## src/rtl/mkgauss_pkg.sv

```systemverilog
// Shared constants for the Falcon keygen Gaussian sampler: the gauss_1024_12289
// CDT table, FSM state type and logn clamp helper.
package mkgauss_pkg;

  localparam int GAUSS_N = 27;

  localparam logic [62:0] GAUSS_TBL [0:GAUSS_N-1] = '{
    63'd1283868770400643928, 63'd6416574995475331444, 63'd4078260278032692663,
    63'd2353523259288686585, 63'd1227179971273316331, 63'd575931623374121527,
    63'd242543240509105209,  63'd91437049221049666,   63'd30799446349977173,
    63'd9255276791179340,    63'd2478152334826140,    63'd590642893610164,
    63'd125206034929641,     63'd23590435911403,      63'd3948334035941,
    63'd586753615614,        63'd77391054539,         63'd9056793210,
    63'd940121950,           63'd86539696,            63'd7062824,
    63'd510971,              63'd32764,               63'd1862,
    63'd94,                  63'd4,                   63'd0
  };

  typedef enum logic [1:0] {IDLE, ACC, PUSH} state_t;

  function automatic logic [3:0] clamp_logn(input logic [3:0] logn, input logic [3:0] logn_max);
    if (logn == 4'd0) return 4'd1;
    if (logn > logn_max) return logn_max;
    return logn;
  endfunction

endpackage

```

## src/rtl/mkgauss_if.sv

```systemverilog
// Stream bundle between the PRNG, the sampler and the coefficient writer.
interface mkgauss_if #(parameter int VAL_W = 32) ();
  logic                    rng_valid;
  logic [127:0]            rng;
  logic                    rng_extract;
  logic                    val_valid;
  logic                    val_ready;
  logic signed [VAL_W-1:0] val;

  modport master (input rng_valid, rng, val_ready, output rng_extract, val_valid, val);
  modport slave  (output rng_valid, rng, val_ready, input rng_extract, val_valid, val);
endinterface

```

## src/rtl/mkgauss_base_sampler.sv

```systemverilog
// One base Gaussian sample from a 128-bit PRNG word (two u64 halves), combinational.
module mkgauss_base_sampler
  import mkgauss_pkg::*;
(
  input  logic [127:0]      rng,
  output logic signed [5:0] sample
);
  localparam logic [63:0] LOW63 = 64'h7FFF_FFFF_FFFF_FFFF;

  logic              neg;
  logic [63:0]       r0;
  logic [63:0]       r1;
  logic [4:0]        v;
  logic signed [5:0] mag;

  assign neg = rng[63];
  assign r0  = rng[63:0] & LOW63;
  assign r1  = rng[127:64] & LOW63;

  // Descending scan leaves the smallest qualifying index in v.
  always_comb begin
    v = 5'd0;
    for (int k = GAUSS_N - 1; k >= 1; k--) begin
      if (r1 >= {1'b0, GAUSS_TBL[k]}) v = 5'(k);
    end
    if (r0 < {1'b0, GAUSS_TBL[0]}) v = 5'd0;
  end

  assign mag    = $signed({1'b0, v});
  assign sample = neg ? -mag : mag;
endmodule

```

## src/rtl/mkgauss_stream.sv

```systemverilog
// Streaming Gaussian sampler: sums 2^(LOGN_MAX-logn) base samples per output into a FIFO.
// Define MKGAUSS_PERF_EN to add the stall_cnt performance counter port.
module mkgauss_stream
  import mkgauss_pkg::*;
#(
  parameter int VAL_W      = 32,
  parameter int FIFO_DEPTH = 4,
  parameter int LOGN_MAX   = 10
) (
  input  logic       clk,
  input  logic       rst,
  input  logic       ena,
  input  logic [3:0] logn,
  mkgauss_if.master  bus,
  output logic       busy
`ifdef MKGAUSS_PERF_EN
  ,
  output logic [31:0] stall_cnt
`endif
);
  localparam int PTR_W = $clog2(FIFO_DEPTH);
  localparam int CNT_W = LOGN_MAX;

  state_t                  state_q, state_d;
  logic                    extract, start, push, pop, full;
  logic [3:0]              logn_c;
  logic [CNT_W-1:0]        g_m1_new, g_m1_q, cnt_q;
  logic signed [5:0]       sample;
  logic signed [VAL_W-1:0] sample_ext, acc_q;
  logic signed [VAL_W-1:0] mem_q [FIFO_DEPTH];
  logic [PTR_W-1:0]        wr_ptr_q, rd_ptr_q;
  logic [PTR_W:0]          count_q;

  mkgauss_base_sampler u_base (.rng(bus.rng), .sample(sample));

  assign sample_ext = {{(VAL_W-6){sample[5]}}, sample};
  assign logn_c     = clamp_logn(logn, 4'(LOGN_MAX));
  assign g_m1_new   = CNT_W'((32'd1 << (4'(LOGN_MAX) - logn_c)) - 32'd1);
  assign full       = (count_q == (PTR_W+1)'(FIFO_DEPTH));

  always_ff @(posedge clk) begin
    if (rst) state_q <= IDLE;
    else     state_q <= state_d;
  end

  always_comb begin
    state_d = state_q;
    extract = 1'b0;
    start   = 1'b0;
    push    = 1'b0;
    case (state_q)
      IDLE: if (ena) begin
        state_d = ACC;
        start   = 1'b1;
      end
      ACC: begin
        extract = bus.rng_valid;
        if (bus.rng_valid && cnt_q == g_m1_q) state_d = PUSH;
      end
      PUSH: if (!full) begin
        push = 1'b1;
        if (ena) begin
          state_d = ACC;
          start   = 1'b1;
        end else begin
          state_d = IDLE;
        end
      end
      default: state_d = IDLE;
    endcase
    if (rst) extract = 1'b0;
  end

  always_ff @(posedge clk) begin
    if (rst) begin
      acc_q  <= '0;
      cnt_q  <= '0;
      g_m1_q <= '0;
    end else if (start) begin
      acc_q  <= '0;
      cnt_q  <= '0;
      g_m1_q <= g_m1_new;
    end else if (extract) begin
      acc_q <= acc_q + sample_ext;
      cnt_q <= cnt_q + CNT_W'(1);
    end
  end

  // Full is registered, so a same-cycle pop only frees the slot for the next cycle.
  assign pop = bus.val_valid && bus.val_ready;

  always_ff @(posedge clk) begin
    if (rst) begin
      wr_ptr_q <= '0;
      rd_ptr_q <= '0;
      count_q  <= '0;
      for (int i = 0; i < FIFO_DEPTH; i++) mem_q[i] <= '0;
    end else begin
      if (push) begin
        mem_q[wr_ptr_q] <= acc_q;
        wr_ptr_q        <= wr_ptr_q + PTR_W'(1);
      end
      if (pop) rd_ptr_q <= rd_ptr_q + PTR_W'(1);
      case ({push, pop})
        2'b10:   count_q <= count_q + (PTR_W+1)'(1);
        2'b01:   count_q <= count_q - (PTR_W+1)'(1);
        default: count_q <= count_q;
      endcase
    end
  end

  assign bus.rng_extract = extract;
  assign bus.val_valid   = (count_q != '0);
  assign bus.val         = mem_q[rd_ptr_q];
  assign busy            = (state_q != IDLE) || (count_q != '0);

`ifdef MKGAUSS_PERF_EN
  logic stall;
  assign stall = (state_q == ACC && !bus.rng_valid) || (state_q == PUSH && full);

  always_ff @(posedge clk) begin
    if (rst)                             stall_cnt <= '0;
    else if (stall && stall_cnt != '1)   stall_cnt <= stall_cnt + 32'd1;
  end
`endif
endmodule

```

## src/flat_wrapper.sv

```systemverilog
// flat-port wrapper written by rule: the top's interface ports become plain ports
module mkgauss_stream_flat import mkgauss_pkg::*;
#(
  parameter int VAL_W      = 32,
  parameter int FIFO_DEPTH = 4,
  parameter int LOGN_MAX   = 10
)
  (clk, rst, ena, logn, busy, bus_rng_valid, bus_rng, bus_val_ready, bus_rng_extract, bus_val_valid, bus_val);
  mkgauss_if #(.VAL_W(VAL_W)) bus_i ();
  input  logic clk;
  input  logic rst;
  input  logic ena;
  input  logic [3:0] logn;
  output logic busy;
  input wire logic [$bits(bus_i.rng_valid)-1:0] bus_rng_valid;
  input wire logic [$bits(bus_i.rng)-1:0] bus_rng;
  input wire logic [$bits(bus_i.val_ready)-1:0] bus_val_ready;
  output wire logic [$bits(bus_i.rng_extract)-1:0] bus_rng_extract;
  output wire logic [$bits(bus_i.val_valid)-1:0] bus_val_valid;
  output wire logic [$bits(bus_i.val)-1:0] bus_val;
  assign bus_i.rng_valid = bus_rng_valid;
  assign bus_i.rng = bus_rng;
  assign bus_i.val_ready = bus_val_ready;
  assign bus_rng_extract = bus_i.rng_extract;
  assign bus_val_valid = bus_i.val_valid;
  assign bus_val = bus_i.val;
  mkgauss_stream #(.VAL_W(VAL_W), .FIFO_DEPTH(FIFO_DEPTH), .LOGN_MAX(LOGN_MAX)) u_core (.clk(clk), .rst(rst), .ena(ena), .logn(logn), .bus(bus_i), .busy(busy));
endmodule
```

## config.mk

```make
export PLATFORM = sky130hd
export DESIGN_NAME = mkgauss_stream_flat
export DESIGN_NICKNAME = d
export VERILOG_FILES = /design/src/rtl/mkgauss_pkg.sv /design/src/rtl/mkgauss_if.sv /design/src/rtl/mkgauss_base_sampler.sv /design/src/rtl/mkgauss_stream.sv /design/src/flat_wrapper.sv
export SDC_FILE = /design/constraint.sdc
export NUM_CORES = 1
export LEC_CHECK = 0
export ABC_AREA = 1
export CAP_MARGIN = 10
export CORE_MARGIN = 4
export CORE_UTILIZATION = 50
export CTS_CLUSTER_SIZE = 25
export DETAILED_ROUTE_END_ITERATION = 10
export PLACE_DENSITY = 0.73
export SLEW_MARGIN = 10
export SYNTH_ARGS = -nofsm -noshare
export SYNTH_HDL_FRONTEND = slang
export SYNTH_SLANG_ARGS = --single-unit
```

## constraint.sdc

```tcl
create_clock -name clk -period 14.05 [get_ports clk]
set_input_delay 2.1075 -clock clk [delete_from_list [all_inputs] [get_ports clk]]
set_output_delay 2.1075 -clock clk [all_outputs]
set_load 0.005 [all_outputs]
```

==> impl_results.md <==
- P_leak: 0.00666 uW
- Synth cell count leaders: 376 x nor2_1, 302 x inv_1, 275 x nand2_1
- Hold_sp: u_core.g_m1_q[9]
- Post-layout min period: 7680 ps
- Die footprint: 0.0307 mm^2
- Synthesis-to-layout area growth: 19.2%
- Largest net degree at the start of global routing: 66
- Worst EP required: 14390 ps
- # fillers: approximately 2500
- Port bufs: 167
- Die Y-Extent: 175 um
- WL/cell: 16.9 um
- Mapped Cells: ~2000
- Final period utilization: 54.7%
- DRC: 0
- Ys Warns: 0
- Ports: 172
- Max stage delay on crit path: 630 ps
- Initial DRC Count: 1200
- Largest area contributor in the netlist: edfxtp_1
- EDFF count, synth: 128
- Post-CTS resize count: 0
- Hold path depth: 2
- RSZ-0062 raised after global routing: false
- Setup_tns: 0 ps
- Initial Utilization: 51.4%
- Crit Path Category: input pin to flop
- Flop pwr share: 40.0%
- First-pass iteration count of the detailed router: 6
- WHS Endpoint: u_core.g_m1_q[9]
- First-pass GRT wire length: 68100 um
- CP Launch Type: input pin
- Final hold viol count: 0
- Syn_nets: 2176
- GP Congestion: between 0.9 and 1
- CTS tree: built
- DPL Wire Length: 32500 um
- Register area share after synthesis: between 30% and 40%
- Most common cell on crit path: nand2_1
- Gr usage total: 27.0%
- Final ANT Viol Nets: 0
- Clock Sinks: 191
- Net count, final: 2324
- Max_cap viols: 0
- Status: finished, final reports clean
- CTS max path bufs: 2
- CP Max Fanout: 8
- Clk slew on worst S/H paths: about 90 ps
- Max-slew headroom: 23.9%
- Row cnt: 60
- Worst slew pin tran: 1130 ps
- Overall power: between 1500 and 2000 uW
- Hold-fix buffers, CTS: 0
- Worst vdd ir: 0.0000702 V
- Int Pwr: 1060 uW
- NetSw: around 520 uW
- #FFs+latches synth: 191
- Critical path's slowest cell: clkdlybuf4s50_1
- Total CTS buffers: 17
- Share of cells above drive strength 1: 5.96%
- Max Slew Vio Count: 0
- Top cell type's share of synthesized area: 27.4%
- Net Sw Frac: 33.1%
- WP data arrival: 8030 ps
- R2r startpoint: u_core.acc_q[2]
- Fin Clk Skew: between 10 and 15 ps
- Fmax achieved: between 100 and 150 MHz
- Root buffer cell: clkbuf_16
- ANT cells: 0
- Top-count cell post-synth: nor2_1
- Reg2reg end: u_core.acc_q[21]
- Worst Setup End Kind: flop
- Reg2Reg Depth: 18
- Power density cells: 95.0 mW/mm^2
- Combinational power share: 28.5%
- Clock Latency Late Sink: 450 ps
- Final setup vio count: 0
- Via count: between 10000 and 15000
- R2r setup slk: 10850 ps
- Top_reg_cell synth: edfxtp_1
- Dominant cells by area after synthesis: edfxtp_1 27%, nor2_1 10%, dfxtp_1 9.0%
- Routed WL: 42800 um
- Asr flop ratio synth: 0%
- Clock network power share: 31.5%
- Number of global-route vias before repair: 13700
- # Post-CTS Setup Buffers: 0
- Vias per cell: 5.71
- Chip Width: 175 um
- Yosys cell types: 60
- Mapped Area: 0.0140 mm^2
- GRT overflow: 0
- Hold Crit Class: flop to flop
- H-tree Lvls: 4
- Core region area: roughly 0.027 mm^2
- Initial antenna violation count: 1
- Syn avg cell area: 6.99 um^2
## through the flow
step	instances	hold WS (ps)	area, um^2	worst slack, ps	util (%)
6_report	2535	465	16700	6370	61.2
5_1_grt	2535	496	16700	5790	61.2
4_1_cts	2535	463	16700	6430	61.2
3_5_place_dp	2503	451	16100	5990	58.9
3_3_place_gp	2503	443	16100	6020	58.9
2_1_floorplan	2002	431	14000	7650	-
## worst max-delay path, delay by kind of cell
family	cells	cell delay (ps)
compound gates	15	2960
simple gates	18	1520
xor+xnor	1	130
buf+inv	4	800
fa+ha+maj	2	510
## cell families (layout without fill, tap and decap cells)
logic type / after synthesis / count (layout) / share of synthesized area [%]
AO/OA/AOI/OAI: 468 / 468 / 19.6
adder cells (fa/ha/maj): 37 / 37 / 3.41
buffers and inverters: 375 / 536 / 10.2
XOR/XNOR: 27 / 27 / 1.69
flip-flops: 191 / 191 / 36.5
AND/OR/NAND/NOR: 904 / 904 / 28.6
## how the worst max path moves through the flow
stage / startpoint / to / slack (ps) / depth (start not counted)
detailed placement: bus_rng[68] / u_core.acc_q[21] / 5990 / 40
global route: bus_rng[86] / u_core.acc_q[21] / 5790 / 48
floorplan: bus_rng[100] / u_core.acc_q[21] / 7650 / 49
global placement: bus_rng[77] / u_core.acc_q[21] / 6020 / 38
CTS: bus_rng[68] / u_core.acc_q[21] / 6430 / 40
finish: bus_rng[68] / u_core.acc_q[21] / 6370 / 40
## layout make-up
class	count	area, um^2	area share (%)
Inverter	324	1230	7.36
Clock inverter	15	206	1.24
Clock buffer	17	425	2.55
Sequential cell	191	5110	30.6
Tap cell	372	465	2.79
Timing Repair Buffer	180	1770	10.6
Multi-Input combinational cell	1436	7480	44.9
## flip-flops by register name, indices dropped and copies added, names as in the netlist, named ones only
name and cells:
u_core.acc_q 32, u_core.count_q 3, u_core.g_m1_q 10, u_core.state_q 2, u_core.wr_ptr_q 2, u_core.mem_q 128
u_core.cnt_q 10, u_core.rd_ptr_q 2
## routing by layer
| layer | track usage (%) | wire (um) |
|---|---|---|
| met1 | 33.6 | 17500 |
| met2 | 48.9 | 21700 |
| met3 | 3.42 | 2530 |
| met4 | 8.51 | 1090 |
| met5 | 0 | 18 |
## cell usage in the layout, fill, tap and decap left out, types with 5 or more instances in the layout
cell type,netlist,routed
nor3_1,52,52
nor2_2,16,16
nor2_4,12,12
nand3_1,83,83
a21o_1,5,5
clkinv_8,1,8
a221oi_1,10,10
o211ai_1,22,22
dfxtp_1,63,62
nor4_1,24,24
clkdlybuf4s50_1,0,167
clkbuf_16,0,17
o21ai_0,173,171
o31ai_1,12,11
ha_1,35,35
xnor2_1,7,7
o22ai_1,38,38
a211oi_1,6,6
edfxtp_1,128,128
nand2_2,9,9
nor2_1,376,376
inv_2,19,19
a21oi_2,7,7
o21ai_1,8,8
o21bai_1,7,7
xor2_1,20,20
nand4_1,34,34
inv_1,302,301
buf_4,0,13
o2111ai_1,6,6
nand2_1,275,275
a21oi_1,126,126
o221ai_1,7,7
a31oi_1,16,16
## power by group through the flow
stage                     Sequential, uW  Combinational, uW  Clock, uW
final                                634                452        499
after global routing                 636                500        529
after global placement               645                444          0
after CTS                            634                453        505
after detailed placement             646                452          0
after floorplan                      644                241          0
Note: power is estimated with default switching activity, not from simulation.
